==> src/rtl/alu_seq_if.sv <==
// Operation request / completion bundle between the control unit and alu_seq.
// master = control unit side, slave = ALU side.
interface alu_seq_if #(
  parameter int WIDTH = 13
) ();
  logic             start;
  logic [3:0]       op;
  logic [WIDTH-1:0] a;
  logic [WIDTH-1:0] b;
  logic             busy;
  logic             done;
  logic [WIDTH-1:0] result;
  logic             branch_flag;
  logic             zero;
  logic             carry;
  logic             overflow;
  logic             illegal;

  modport master (
    output start, op, a, b,
    input  busy, done, result, branch_flag, zero, carry, overflow, illegal
  );

  modport slave (
    input  start, op, a, b,
    output busy, done, result, branch_flag, zero, carry, overflow, illegal
  );
endinterface

==> src/rtl/alu_seq.sv <==
// Registered multi-cycle ALU with start/done handshake, branch and status flags.
// Define ALU_SEQ_MUL_EN to build the iterative shift-add multiplier for op 14.
module alu_seq #(
  parameter int WIDTH = 13,
  parameter int SHW   = 4
) (
  input  logic        clk,
  input  logic        reset,
  alu_seq_if.slave    bus
);

  typedef enum logic [3:0] {
    OP_ADD  = 4'd0,
    OP_SUB  = 4'd1,
    OP_ADDI = 4'd2,
    OP_SUBI = 4'd3,
    OP_BR   = 4'd4,
    OP_BEQ  = 4'd5,
    OP_SI   = 4'd6,
    OP_LI   = 4'd7,
    OP_AND  = 4'd8,
    OP_OR   = 4'd9,
    OP_XOR  = 4'd10,
    OP_SLL  = 4'd11,
    OP_SRL  = 4'd12,
    OP_SRA  = 4'd13,
    OP_MUL  = 4'd14,
    OP_RSV  = 4'd15
  } op_e;

`ifdef ALU_SEQ_MUL_EN
  typedef enum logic [1:0] {
    S_IDLE = 2'd0,
    S_EXEC = 2'd1,
    S_MUL  = 2'd2
  } state_e;
`else
  typedef enum logic {
    S_IDLE = 1'b0,
    S_EXEC = 1'b1
  } state_e;
`endif

  localparam logic [31:0] WIDTH_U = WIDTH;

  state_e           r_state;
  state_e           w_next;
  op_e              r_op;
  logic [WIDTH-1:0] r_a;
  logic [WIDTH-1:0] r_b;

  logic             w_accept;
  logic             w_busy;
  logic             w_finish;

  logic             r_done;
  logic [WIDTH-1:0] r_result;
  logic             r_branch;
  logic             r_zero;
  logic             r_carry;
  logic             r_overflow;
  logic             r_illegal;

  logic [WIDTH-1:0] w_res;
  logic             w_br;
  logic             w_c;
  logic             w_v;
  logic             w_ill;
  logic [WIDTH:0]   w_sum;
  logic [WIDTH:0]   w_diff;
  logic [SHW-1:0]   w_amt;
  logic             w_amt_big;

`ifdef ALU_SEQ_MUL_EN
  localparam int CNTW = (WIDTH > 1) ? $clog2(WIDTH) : 1;
  localparam logic [CNTW-1:0] CNT_LAST = CNTW'(WIDTH - 1);

  logic [CNTW-1:0]    r_cnt;
  logic [2*WIDTH-1:0] r_prod;
  logic [WIDTH:0]     w_hi_sum;
`endif

  always_ff @(posedge clk) begin
    if (reset) begin
      r_state <= S_IDLE;
    end else begin
      r_state <= w_next;
    end
  end

  always_comb begin
    w_next = r_state;
    case (r_state)
      S_IDLE: begin
        if (bus.start) begin
`ifdef ALU_SEQ_MUL_EN
          w_next = (op_e'(bus.op) == OP_MUL) ? S_MUL : S_EXEC;
`else
          w_next = S_EXEC;
`endif
        end
      end
      S_EXEC: w_next = S_IDLE;
`ifdef ALU_SEQ_MUL_EN
      // The last iteration hands over to EXEC, which does the writeback.
      S_MUL: begin
        if (r_cnt == CNT_LAST) begin
          w_next = S_EXEC;
        end
      end
`endif
      default: w_next = S_IDLE;
    endcase
  end

  always_comb begin
    w_busy   = (r_state != S_IDLE);
    w_accept = (r_state == S_IDLE) && bus.start;
    w_finish = (r_state == S_EXEC);
  end

  always_ff @(posedge clk) begin
    if (reset) begin
      r_op <= OP_ADD;
      r_a  <= '0;
      r_b  <= '0;
    end else if (w_accept) begin
      r_op <= op_e'(bus.op);
      r_a  <= bus.a;
      r_b  <= bus.b;
    end
  end

`ifdef ALU_SEQ_MUL_EN
  // Right-shifting shift-add: high half accumulates a, low half drains b.
  assign w_hi_sum = {1'b0, r_prod[2*WIDTH-1:WIDTH]} + (r_prod[0] ? {1'b0, r_a} : '0);

  always_ff @(posedge clk) begin
    if (reset) begin
      r_cnt  <= '0;
      r_prod <= '0;
    end else if (w_accept) begin
      r_cnt  <= '0;
      r_prod <= {{WIDTH{1'b0}}, bus.b};
    end else if (r_state == S_MUL) begin
      r_cnt  <= r_cnt + 1'b1;
      r_prod <= {w_hi_sum, r_prod[WIDTH-1:1]};
    end
  end
`endif

  assign w_sum     = {1'b0, r_a} + {1'b0, r_b};
  assign w_diff    = {1'b0, r_a} - {1'b0, r_b};
  assign w_amt     = r_b[SHW-1:0];
  assign w_amt_big = ({{(32-SHW){1'b0}}, w_amt} >= WIDTH_U);

  always_comb begin
    w_res = '0;
    w_br  = 1'b0;
    w_c   = 1'b0;
    w_v   = 1'b0;
    w_ill = 1'b0;
    case (r_op)
      OP_ADD, OP_ADDI: begin
        w_res = w_sum[WIDTH-1:0];
        w_c   = w_sum[WIDTH];
        w_v   = (r_a[WIDTH-1] == r_b[WIDTH-1]) && (w_sum[WIDTH-1] != r_a[WIDTH-1]);
      end
      OP_SUB, OP_SUBI: begin
        w_res = w_diff[WIDTH-1:0];
        w_c   = w_diff[WIDTH];
        w_v   = (r_a[WIDTH-1] != r_b[WIDTH-1]) && (w_diff[WIDTH-1] != r_a[WIDTH-1]);
      end
      OP_BR: begin
        w_res = r_a;
        w_br  = 1'b1;
      end
      OP_BEQ: begin
        w_res = w_sum[WIDTH-1:0];
        w_br  = (r_a == r_b);
      end
      OP_SI, OP_LI: w_res = r_b;
      OP_AND:       w_res = r_a & r_b;
      OP_OR:        w_res = r_a | r_b;
      OP_XOR:       w_res = r_a ^ r_b;
      OP_SLL:       w_res = w_amt_big ? '0 : (r_a << w_amt);
      OP_SRL:       w_res = w_amt_big ? '0 : (r_a >> w_amt);
      OP_SRA:       w_res = w_amt_big ? {WIDTH{r_a[WIDTH-1]}}
                                      : WIDTH'($signed(r_a) >>> w_amt);
`ifdef ALU_SEQ_MUL_EN
      OP_MUL: begin
        w_res = r_prod[WIDTH-1:0];
        w_c   = |r_prod[2*WIDTH-1:WIDTH];
      end
`endif
      default:      w_ill = 1'b1;
    endcase
  end

  always_ff @(posedge clk) begin
    if (reset) begin
      r_done     <= 1'b0;
      r_result   <= '0;
      r_branch   <= 1'b0;
      r_zero     <= 1'b0;
      r_carry    <= 1'b0;
      r_overflow <= 1'b0;
      r_illegal  <= 1'b0;
    end else begin
      r_done <= w_finish;
      if (w_finish) begin
        r_result   <= w_res;
        r_branch   <= w_br;
        r_zero     <= (w_res == '0);
        r_carry    <= w_c;
        r_overflow <= w_v;
        r_illegal  <= w_ill;
      end
    end
  end

  assign bus.busy        = w_busy;
  assign bus.done        = r_done;
  assign bus.result      = r_result;
  assign bus.branch_flag = r_branch;
  assign bus.zero        = r_zero;
  assign bus.carry       = r_carry;
  assign bus.overflow    = r_overflow;
  assign bus.illegal     = r_illegal;

endmodule

==> src/flat_wrapper.sv <==
// flat-port wrapper written by rule: the top's interface ports become plain ports
module alu_seq_flat 
#(
  parameter int WIDTH = 13,
  parameter int SHW   = 4
)
  (clk, reset, bus_start, bus_op, bus_a, bus_b, bus_busy, bus_done, bus_result, bus_branch_flag, bus_zero, bus_carry, bus_overflow, bus_illegal);
  alu_seq_if #(.WIDTH(WIDTH)) bus_i ();
  input  logic clk;
  input  logic reset;
  input wire logic [$bits(bus_i.start)-1:0] bus_start;
  input wire logic [$bits(bus_i.op)-1:0] bus_op;
  input wire logic [$bits(bus_i.a)-1:0] bus_a;
  input wire logic [$bits(bus_i.b)-1:0] bus_b;
  output wire logic [$bits(bus_i.busy)-1:0] bus_busy;
  output wire logic [$bits(bus_i.done)-1:0] bus_done;
  output wire logic [$bits(bus_i.result)-1:0] bus_result;
  output wire logic [$bits(bus_i.branch_flag)-1:0] bus_branch_flag;
  output wire logic [$bits(bus_i.zero)-1:0] bus_zero;
  output wire logic [$bits(bus_i.carry)-1:0] bus_carry;
  output wire logic [$bits(bus_i.overflow)-1:0] bus_overflow;
  output wire logic [$bits(bus_i.illegal)-1:0] bus_illegal;
  assign bus_i.start = bus_start;
  assign bus_i.op = bus_op;
  assign bus_i.a = bus_a;
  assign bus_i.b = bus_b;
  assign bus_busy = bus_i.busy;
  assign bus_done = bus_i.done;
  assign bus_result = bus_i.result;
  assign bus_branch_flag = bus_i.branch_flag;
  assign bus_zero = bus_i.zero;
  assign bus_carry = bus_i.carry;
  assign bus_overflow = bus_i.overflow;
  assign bus_illegal = bus_i.illegal;
  alu_seq #(.WIDTH(WIDTH), .SHW(SHW)) u_core (.clk(clk), .reset(reset), .bus(bus_i));
endmodule
==> config.mk <==
export PLATFORM = sky130hd
export DESIGN_NAME = alu_seq_flat
export DESIGN_NICKNAME = d
export VERILOG_FILES = /design/src/rtl/alu_seq_if.sv /design/src/rtl/alu_seq.sv /design/src/flat_wrapper.sv
export SDC_FILE = /design/constraint.sdc
export NUM_CORES = 1
export LEC_CHECK = 0
export CAP_MARGIN = 0
export CORE_AREA = 3 3 114 94
export CTS_BUF_LIST = sky130_fd_sc_hd__clkbuf_4
export DETAILED_ROUTE_END_ITERATION = 7
export DIE_AREA = 0 0 117 97
export GPL_TIMING_DRIVEN = 0
export PLACE_DENSITY = 0.79
export SLEW_MARGIN = 20
export SYNTH_ARGS = -nofsm -noshare
export SYNTH_HDL_FRONTEND = slang
export SYNTH_SLANG_ARGS = --single-unit
==> constraint.sdc <==
create_clock -name clk -period 3.8 [get_ports clk]
set_clock_uncertainty 0.2 [all_clocks]
set_input_delay 0.57 -clock clk [delete_from_list [all_inputs] [get_ports clk]]
set_output_delay 0.57 -clock clk [all_outputs]
set_load 0.03 [all_outputs]
==> run metrics, run 1 <==
outcome finished with violations; violated checks DRC; drt pass-1 iters 8; Syn Nets 836; slew margin rel. 19.6%; post-CTS clock slew at the launch and capture registers of the worst setup and hold paths 0.20 ns; Cell Pwr Density 263 mW/mm^2; total vias in the final route 7070; worst stage delay on the critical path 0.51 ns; Post-route DRC 4; count of final max-slew check failures 0; nature of the critical path startpoint flop; Fin Setup TNS 0 ns; data required time of the critical path 3.96 ns; Yosys warning total 0; number of hold-slack violations in the final timing report 0; per-cell routed wire length 26.0 um; placed cell areas 0.00638 mm^2; initial antenna violation count 0; maximum clock rate 0.269 GHz; average instance area after synthesis 7.50 um^2; clk sink count 50; IO Port Bufs 52; initial standard-cell utilization of the core 59.4%; die height 97 um; total standard cell area after synthesis 0.00571 mm^2; leakage dissipation 2.47 nW; count of hold buffers inserted by post-cts repair 0; Slowest-stage cell, CP sky130_fd_sc_hd__dfxtp_1; biggest fanout along the worst timing path 10; slew at the pin closest to its max-slew limit 1.20 ns; Synth top area share 17.5%; cell types with the largest area share after synthesis sky130_fd_sc_hd__dfxtp_1 18%, sky130_fd_sc_hd__ha_1 8.8%, sky130_fd_sc_hd__nand2_1 6.4%; global-route wire length before repair 37.1 mm; CP Class reg2reg; minimum clock period after layout 3.72 ns; most used standard cell by instance count after synthesis sky130_fd_sc_hd__nand2_1; Layout Utilization 68.5%; deepest level of the CTS H-tree 2; EDFF count, synth 0; die span in x 117 um; number of standard-cell rows in the floorplan 32; routability congestion estimate 1.14; Non-Filler Cell Area, Final 0.00658 mm^2; CTS tree done; number of ports placed on the die boundary 53; final antenna-violating net count 0; cells traversed along the worst timing path clkbuf_1 -> inv_1 -> ha_1 -> or2_2 -> a221oi_1 -> or4_1 -> a21o_1 -> nand4_1 -> nor4bb_2 -> nand4_1 -> o31ai_2; source-to-sink clock delay at the later pin of the worst-skew pair 0.42 ns; clock buffer depth 2; initial detailed-routing violation count 1566; IR drop worst, VDD 164 uV; Area Overhead vs Synth 15.3%; maximum number of pins on one net before global-route repair 19; Final Cycle Share 97.8%; Root Buffer sky130_fd_sc_hd__clkbuf_4; number of max-cap violations 0; Synth area leader sky130_fd_sc_hd__dfxtp_1; estimated wirelength of the detail-placed design 18.7 mm; top cells by count, synth 98 x sky130_fd_sc_hd__nand2_1, 61 x sky130_fd_sc_hd__a21oi_1, 53 x sky130_fd_sc_hd__nor2_1; Gate Count Post-Synth 761; Critical Path Most Common Cell sky130_fd_sc_hd__nand4_1; crit path DAT 3.88 ns; global route overflow 0; worst path buffer plus inverter count 2; proportion of synthesized chip area in sequential cells 17.5%; post-layout net count 900; Distinct cells, synth 91; hold crit path type reg2reg; layout cells sized above 1 12.8%; Routed WL 24.6 mm; GR Util All Layers 42.5%; #FFs+latches synth 50; core outline area 0.00961 mm^2; via count of the first global-routing pass 6320; cell family contributing the most delay on the critical path simple AND/OR/NAND/NOR gates; fraction of synthesis flops using an asynchronous set or reset pin 0%; Die Outline Area 0.0113 mm^2; mean number of vias per cell 7.48; number of setup violations in the final report 0; antenna fix cells 0; critical path endpoint category flop; number of CTS-inserted buffers 5; Synth Flop Type sky130_fd_sc_hd__dfxtp_1
## layout make-up
class,count,area (um^2)
multi-input cells,595,4260
fillers,786,3030
flip-flops and latches,50,1010
repair buffers,59,573
plain buffers,69,349
inverters,45,179
well taps,119,149
clock buffers,5,37.5
clock inverters,3,28.8
## metrics by stage
| step | worst slack (ns) | power (mW) | hold slack [ns] | instances |
|---|---|---|---|---|
| 2_1_floorplan | 0.439 | 1.10 | 0.266 | 761 |
| 3_3_place_gp | -0.401 | 1.34 | 0.252 | 932 |
| 3_5_place_dp | -0.391 | 1.35 | 0.258 | 932 |
| 4_1_cts | 0.0231 | 1.66 | 0.281 | 939 |
| 5_1_grt | -0.00583 | 1.79 | 0.311 | 945 |
| 6_report | 0.0835 | 1.73 | 0.278 | 945 |
## metal layers
layer  part of all wire [%]  routed length, um  global-route usage [%]
met1                     37               9050                    62.0
met4                    5.3               1310                    12.6
met5                      0                  0                   0.952
met3                     19               4620                    16.0
met2                     39               9600                    57.4
## worst reg2reg max path: stages, from the launching register on
cell                       delay (ns)
sky130_fd_sc_hd__dfxtp_1         0.51
sky130_fd_sc_hd__clkbuf_1        0.44
sky130_fd_sc_hd__inv_1           0.13
sky130_fd_sc_hd__ha_1            0.38
sky130_fd_sc_hd__or2_2           0.30
sky130_fd_sc_hd__a221oi_1        0.39
sky130_fd_sc_hd__or4_1           0.17
sky130_fd_sc_hd__a21o_1          0.11
sky130_fd_sc_hd__nand4_1         0.19
sky130_fd_sc_hd__nor4bb_2        0.43
sky130_fd_sc_hd__nand4_1         0.16
sky130_fd_sc_hd__o31ai_2         0.24
## power by group
part           total (mW)  internal, mW  switching, mW
registers           0.599         0.555         0.0433
clock network       0.307        0.0797          0.228
logic               0.826         0.307          0.519
total                1.73         0.943          0.790
## worst paths after layout
kind,start,endpoint,slack [ns],depth (start not counted)
worst max register to register,u_core.r_a[1]$_SDFFE_PP0P_,u_core.bus.zero$_SDFFE_PP0P_,0.08,11
worst min register to register,u_core.bus.illegal$_SDFFE_PP0P_,u_core.bus.illegal$_SDFFE_PP0P_,0.28,2
worst max-delay path,u_core.r_a[1]$_SDFFE_PP0P_,u_core.bus.zero$_SDFFE_PP0P_,0.08,11
worst min-delay path,u_core.bus.illegal$_SDFFE_PP0P_,u_core.bus.illegal$_SDFFE_PP0P_,0.28,2
## cell usage in the layout (no fill, tap or decap), types with 20 or more instances in the layout
cell type / netlist / final
sky130_fd_sc_hd__nand2_1: 98 / 98
sky130_fd_sc_hd__a21oi_1: 61 / 61
sky130_fd_sc_hd__nor2_1: 53 / 53
sky130_fd_sc_hd__clkdlybuf4s50_1: 0 / 52
sky130_fd_sc_hd__dfxtp_1: 50 / 47
sky130_fd_sc_hd__inv_1: 43 / 41
sky130_fd_sc_hd__ha_1: 40 / 40
sky130_fd_sc_hd__o21ai_0: 30 / 29
sky130_fd_sc_hd__clkbuf_1: 38 / 27
sky130_fd_sc_hd__buf_2: 22 / 21
sky130_fd_sc_hd__nor3_1: 21 / 21
sky130_fd_sc_hd__nand3_1: 20 / 20
## registers in the layout (all words and copies together) (netlist names)
| signal | count |
|---|---|
| u_core.bus.done | 1 |
| u_core.bus.illegal | 1 |
| u_core.bus.overflow | 1 |
| u_core.r_a | 13 |
| u_core.bus.zero | 1 |
| u_core.bus.carry | 1 |
| u_core.r_op | 4 |
| u_core.bus.branch_flag | 1 |
| u_core.r_b | 13 |
| u_core.bus.result | 13 |
| u_core.bus.busy | 1 |
## cell families (layout without fill, tap and decap cells)
| logic type | after synthesis | after routing | share of synthesized area [%] |
|---|---|---|---|
| buffers and inverters | 116 | 181 | 8.83 |
| XOR/XNOR | 6 | 6 | 0.920 |
| AO/OA/AOI/OAI | 242 | 242 | 29.4 |
| multiplexers | 41 | 41 | 10.7 |
| AND/OR/NAND/NOR | 264 | 264 | 23.1 |
| flip-flops | 50 | 50 | 17.5 |
| adder cells (fa/ha/maj) | 42 | 42 | 9.47 |
## repair_timing
action | CTS | global route
buffers inserted | 1 | 6
resized for setup | 9 | 31
endpoints found under the setup margin | 5 | 3
Note: power is estimated with default switching activity, not from simulation.
==> inputs of run 2 (changes only) <==
Settings changed: CORE_AREA 3 3 114 94 to 2 2 113 93, DIE_AREA 0 0 117 97 to 0 0 115 95.
==> run 2 against run 1 <==
Compared with the run above: the flow now finishes without violations; count of clock-buffer cells in the layout did not move; worst setup slack improved by 0.014 ns; sequential share of layout area rose by 0.11 points; core utilization fell by 2.4 points; register-to-register slack barely moved; critical endpoint unchanged; combinational power fell by 2%; highest routed layer unchanged; critical path type unchanged; cell count did not move; hold slack barely moved; critical path depth fell by 1; power fell by 1.3%; flip-flop and latch count did not move.
==> run metrics, run 2 (synthesis gave the netlist of run 1 again) <==
outcome completed; final cell count without fillers 945 (unchanged); most frequent cells in the layout 98 x sky130_fd_sc_hd__nand2_1, 61 x sky130_fd_sc_hd__a21oi_1, 53 x sky130_fd_sc_hd__nor2_1; clock buffer depth 2 (unchanged); number of hold-slack violations in the final timing report 0 (unchanged); Flop pwr share 35.2% (+0.6 points); maximum clock rate 0.270 GHz (+0.37%); Routed WL 24.3 mm (-0.95%); global route overflow 0 (unchanged); via count of the first global-routing pass 6196 (-2.0%); initial antenna violation count 0 (unchanged); leakage dissipation 2.45 nW (-0.52%); global-route wire length before repair 36.5 mm (-1.5%); hold endpoint u_core.bus.illegal$_SDFFE_PP0P_; crit path DAT 3.86 ns (-0.02 ns); final antenna-violating net count 0 (unchanged); layout cells sized above 1 12.5% (-0.32 points); estimated wirelength of the detail-placed design 18.4 mm (-1.1%); Inst Count DP 935 (+0.32%); IO Port Bufs 52 (unchanged); Slowest-stage cell, CP sky130_fd_sc_hd__clkbuf_1; hold crit path type reg2reg; initial detailed-routing violation count 1303 (-17%); count of hold buffers inserted by post-cts repair 0 (unchanged); data required time of the critical path 3.95 ns (about the same); R2R depth 10 (-1); number of CTS-inserted buffers 5 (unchanged); worst stage delay on the critical path 0.54 ns (+0.03 ns); R2R Path Start u_core.r_a[8]$_SDFFE_PP0P_; count of final max-slew check failures 0 (unchanged); cell family contributing the most delay on the critical path compound AO/OA/AOI/OAI gates; total area of sequential cells 0.00101 mm^2 (+0.25%); Post-route DRC 0 (-4); slew margin rel. 40.1% (+20 points); Layout Utilization 66.1% (-2.4 points); Total Power Consumption 1.71 mW (-1.3%); IR drop worst, VDD 245 uV (+50%); source-to-sink clock delay at the later pin of the worst-skew pair 0.42 ns (about the same); total number of cells along the worst setup path 10 (-1); Die Outline Area 0.0109 mm^2 (-3.7%); slew at the pin closest to its max-slew limit 0.891 ns (-0.312 ns); switching fraction of total power 45.2% (-0.39 points); antenna fix cells 0 (unchanged); die height 95 um (-2.1%); worst hold path stage count 2 (unchanged); clk sink count 50 (unchanged); Final Cycle Share 97.4% (-0.36 points); post-layout net count 897 (-0.33%); core outline area 0.00991 mm^2 (+3.1%); die span in x 115 um (-1.7%); worst path buffer plus inverter count 2 (unchanged); minimum clock period after layout 3.70 ns (-0.0137 ns); placed cell areas 0.00638 mm^2 (about the same); maximum number of pins on one net before global-route repair 19 (unchanged); CTS tree done; clock group share of total power 17.6% (about the same); number of max-cap violations 0 (unchanged); biggest fanout along the worst timing path 10 (unchanged); number of standard-cell rows in the floorplan 33 (+3.1%); worst setup slack for register-to-register paths 0.1 ns (about the same); deepest level of the CTS H-tree 2 (unchanged); per-cell routed wire length 25.8 um (-0.95%); critical path endpoint category flop; Non-Filler Cell Area, Final 0.00655 mm^2 (-0.46%); nature of the critical path startpoint flop; cells traversed along the worst timing path clkbuf_1 -> inv_1 -> ha_1 -> mux2_1 -> a222oi_1 -> o21ai_1 -> a2111o_1 -> a211oi_2 -> o2111ai_1 -> o31ai_2; Hold Path Origin u_core.bus.illegal$_SDFFE_PP0P_; most frequent standard cell in the layout excluding fill and tap cells sky130_fd_sc_hd__nand2_1; internal portion of total power 937 uW (-0.60%); mean number of vias per cell 7.32 (-2.1%); number of setup violations in the final report 0 (unchanged); GR Util All Layers 44.8% (+2.3 points); CP Class reg2reg; initial standard-cell utilization of the core 57.6% (-1.8 points); number of ports placed on the die boundary 53 (unchanged); Cell Pwr Density 261 mW/mm^2 (-0.87%); Root Buffer sky130_fd_sc_hd__clkbuf_4; total vias in the final route 6918 (-2.1%); multi-input combinational cell area 0.00425 mm^2 (-0.21%); hold_ws 0.277 ns (-0.000479 ns); routability congestion estimate 1.15 (+0.93%); post-CTS clock slew at the launch and capture registers of the worst setup and hold paths 0.18 ns (-0.02 ns); Reg2Reg Capture Point u_core.bus.zero$_SDFFE_PP0P_; Comb power frac 47.2% (-0.5 points); drt pass-1 iters 6 (-2); Area Overhead vs Synth 14.7%; sw power 773 uW (-2.2%); filler cell count in the final layout 866 (+10%)
[run 2: area by class of cell]
type	count	area share [%]
Tap cell	122	2.33
Buffer	69	5.25
Timing Repair Buffer	56	8.40
Clock buffer	5	0.573
Inverter	45	2.73
Sequential cell	50	15.4
Clock inverter	3	0.439
Multi-Input combinational cell	595	64.9
[run 2: how the worst max path moves through the flow]
stage                                    start                           end  slack, ns
floorplan           u_core.r_b[2]$_SDFFE_PP0P_  u_core.bus.zero$_SDFFE_PP0P_       0.44
detailed placement  u_core.r_b[2]$_SDFFE_PP0P_  u_core.bus.zero$_SDFFE_PP0P_      -0.29
global route        u_core.r_b[3]$_SDFFE_PP0P_  u_core.bus.zero$_SDFFE_PP0P_      -0.03
finish              u_core.r_a[8]$_SDFFE_PP0P_  u_core.bus.zero$_SDFFE_PP0P_        0.1
global placement    u_core.r_b[2]$_SDFFE_PP0P_  u_core.bus.zero$_SDFFE_PP0P_      -0.28
CTS                 u_core.r_a[5]$_SDFFE_PP0P_  u_core.bus.zero$_SDFFE_PP0P_      0.005
[run 2: worst reg2reg max path, delay by kind of cell (launching register included)]
family,cells,cell delay (ns)
multiplexers,1,0.36
adder cells (fa/ha/maj),1,0.42
flip-flops,1,0.47
buffers and inverters,2,0.65
AO/OA/AOI/OAI,6,1.55
[run 2: through the flow]
step	setup TNS [ns]	worst slack (ns)
3_3_place_gp	-0.283	-0.282
5_1_grt	-0.0313	-0.0313
3_5_place_dp	-0.388	-0.285
2_1_floorplan	0	0.439
6_report	0	0.0972
4_1_cts	0	0.00515
[run 2: timing repair]
| action | 4_1_cts | 5_1_grt |
|---|---|---|
| resized for setup | 10 | 26 |
| pin swaps | 0 | 1 |
| setup endpoints to repair | 3 | 2 |
| setup buffers | 1 | 3 |
[run 2: metal layers]
metal	track usage, %	vias to the layer above	wire [um]
li1	-	2938	-
met1	62.5	3206	9300
met2	62.5	644	9580
met3	17.3	130	4250
met4	15.5	0	1220
met5	0	-	0
[run 2: power groups by stage]
stage | combinational (mW) | sequential, mW | clock, mW
final | 0.807 | 0.601 | 0.301
after global routing | 0.848 | 0.602 | 0.318
after CTS | 0.748 | 0.597 | 0.299
after detailed placement | 0.737 | 0.607 | 0
after global placement | 0.729 | 0.605 | 0
after floorplan | 0.483 | 0.613 | 0
==> inputs of run 3 (changes only) <==
Settings changed: CORE_AREA 2 2 113 93 to 2 2 117 97, DIE_AREA 0 0 115 95 to 0 0 119 99, PLACE_DENSITY 0.79 to 0.74, RECOVER_POWER set to 100.
==> run 3 against run 2 <==
Compared with the run above: register-to-register slack lost 0.03 ns; sequential share of layout area shrank 0.16 points; cell area grew 0.94%; critical endpoint unchanged.
==> run metrics, run 3 (synthesis gave the netlist of run 1 again) <==
post-CTS clock slew at the launch and capture registers of the worst setup and hold paths 0.18 ns (about the same); outcome completed; data required time of the critical path 3.95 ns (about the same); clock group share of total power 16.6% (-1.0 points); IR drop worst, VDD 196 uV (-20%); GR Util All Layers 42.5% (-2.3 points); initial detailed-routing violation count 1172 (-10%); IO Port Bufs 52 (unchanged); leakage dissipation 2.51 nW (+2.4%); switching fraction of total power 45.2% (about the same); die height 99 um (+4.2%); CP Class reg2reg; Final Cycle Share 98.1% (+0.70 points); Inst Count DP 957 (+2.4%); number of standard-cell rows in the floorplan 34 (+3.0%); Cell Pwr Density 256 mW/mm^2 (-1.8%); source-to-sink clock delay at the later pin of the worst-skew pair 0.41 ns (about the same); source of the critical timing path u_core.r_b[1]$_SDFFE_PP0P_; Post-route DRC 0 (unchanged); clock buffer depth 2 (unchanged); R2R Path Start u_core.r_b[1]$_SDFFE_PP0P_; minimum clock period after layout 3.73 ns (+0.0266 ns); unrepaired setup endpoints after global routing no; initial antenna violation count 0 (unchanged); routability congestion estimate 1.17 (+2.2%); per-cell routed wire length 25.7 um (-0.28%); slew at the pin closest to its max-slew limit 1.21 ns (+0.319 ns); number of hold-slack violations in the final timing report 0 (unchanged); Fin Setup TNS 0 ns (unchanged); drt pass-1 iters 6 (unchanged); Routed WL 25.0 mm (+2.6%); initial standard-cell utilization of the core 53.9% (-3.7 points); most frequent cells in the layout 98 x sky130_fd_sc_hd__nand2_1, 61 x sky130_fd_sc_hd__a21oi_1, 53 x sky130_fd_sc_hd__nor2_1; layout cells sized above 1 12.8% (+0.30 points); final antenna-violating net count 0 (unchanged); maximum number of pins on one net before global-route repair 17 (-2); Die Outline Area 0.0118 mm^2 (+7.8%); critical path endpoint category flop; Hold Path Origin u_core.bus.zero$_SDFFE_PP0P_; final cell count without fillers 972 (+2.9%); number of CTS-inserted buffers 5 (unchanged); number of max-cap violations 0 (unchanged); Comb power frac 48.1% (+0.9 points); count of final max-slew check failures 0 (unchanged); global route overflow 0 (unchanged); post-layout net count 901 (+0.45%); via count of the first global-routing pass 6355 (+2.6%); count of hold buffers inserted by post-cts repair 0 (unchanged); biggest fanout along the worst timing path 10 (unchanged); clk sink count 50 (unchanged); maximum clock rate 0.268 GHz (-0.71%); total vias in the final route 6837 (-1.2%); number of ports placed on the die boundary 53 (unchanged); slew margin rel. 19.2% (-21 points); hold crit path type reg2reg; most frequent standard cell in the layout excluding fill and tap cells sky130_fd_sc_hd__nand2_1; estimated wirelength of the detail-placed design 19.5 mm (+5.6%); Area Overhead vs Synth 15.8%; internal portion of total power 929 uW (-0.79%); Root Buffer sky130_fd_sc_hd__clkbuf_4; Flop pwr share 35.3% (about the same); number of setup violations in the final report 0 (unchanged); mean number of vias per cell 7.03 (-3.9%); CTS tree done; global-route wire length before repair 38.1 mm (+4.2%); nature of the critical path startpoint flop; crit path DAT 3.88 ns (+0.02 ns); die span in x 119 um (+3.5%); deepest level of the CTS H-tree 2 (unchanged); core outline area 0.0106 mm^2 (+6.9%); sw power 765 uW (-0.93%)
run 3: worst paths after layout:
path              slack [ns]                           end  depth (start not counted)
setup / recovery        0.07  u_core.bus.zero$_SDFFE_PP0P_                         10
hold / removal          0.28  u_core.bus.zero$_SDFFE_PP0P_                          2
setup reg to reg        0.07  u_core.bus.zero$_SDFFE_PP0P_                         10
hold reg to reg         0.28  u_core.bus.zero$_SDFFE_PP0P_                          2
run 3: through the flow:
stage	util [%]	hold slack, ns	power, mW	setup WS (ns)	area, um^2
detailed placement	60.5	0.259	1.35	-0.542	6410
floorplan	-	0.266	1.10	0.439	5710
global route	62.4	0.308	1.76	0.00534	6610
CTS	61.3	0.290	1.63	0.0235	6490
global placement	60.5	0.240	1.35	-0.518	6410
finish	62.4	0.284	1.69	0.0706	6610
run 3: layer usage:
layer | up-vias | wire (um) | GRT usage [%]
li1 | 2942 | - | -
met1 | 3156 | 9620 | 57.1
met2 | 632 | 9750 | 60.6
met3 | 107 | 4570 | 19.3
met4 | 0 | 1040 | 13.9
met5 | - | 0 | 0
run 3: power by group through the flow:
stage	Combinational, mW	Sequential [mW]	Clock, mW
5_1_grt	0.857	0.601	0.300
3_5_place_dp	0.750	0.605	0
6_report	0.815	0.598	0.281
2_1_floorplan	0.483	0.613	0
4_1_cts	0.757	0.594	0.283
3_3_place_gp	0.742	0.603	0
run 3: worst max-delay path: stages, from the launching register on:
cell and delay [ns]:
sky130_fd_sc_hd__dfxtp_1 0.49, sky130_fd_sc_hd__buf_2 0.29, sky130_fd_sc_hd__buf_6 0.19, sky130_fd_sc_hd__mux2_2 0.37
sky130_fd_sc_hd__mux2i_1 0.50, sky130_fd_sc_hd__a221oi_1 0.27, sky130_fd_sc_hd__a211oi_2 0.44, sky130_fd_sc_hd__o311ai_1 0.33
sky130_fd_sc_hd__a211oi_2 0.21, sky130_fd_sc_hd__o2111ai_1 0.18, sky130_fd_sc_hd__o31ai_2 0.20
run 3: layout make-up:
type	count	area (um^2)
Clock inverter	3	20.0
Multi-Input combinational cell	595	4260
Clock buffer	5	37.5
Buffer	68	340
Tap cell	144	180
Fill cell	940	3980
Inverter	45	178
Timing Repair Buffer	60	581
Timing Repair inverter	1	5.00
Sequential cell	50	1010
Antenna cell	1	2.50
run 3: repair_timing:
item	CTS	global route
resized for setup	9	28
buffers inserted	1	7
endpoints found under the setup margin	4	3
hold endpoints to repair	0	0
pin swaps	0	0
cloned	0	1
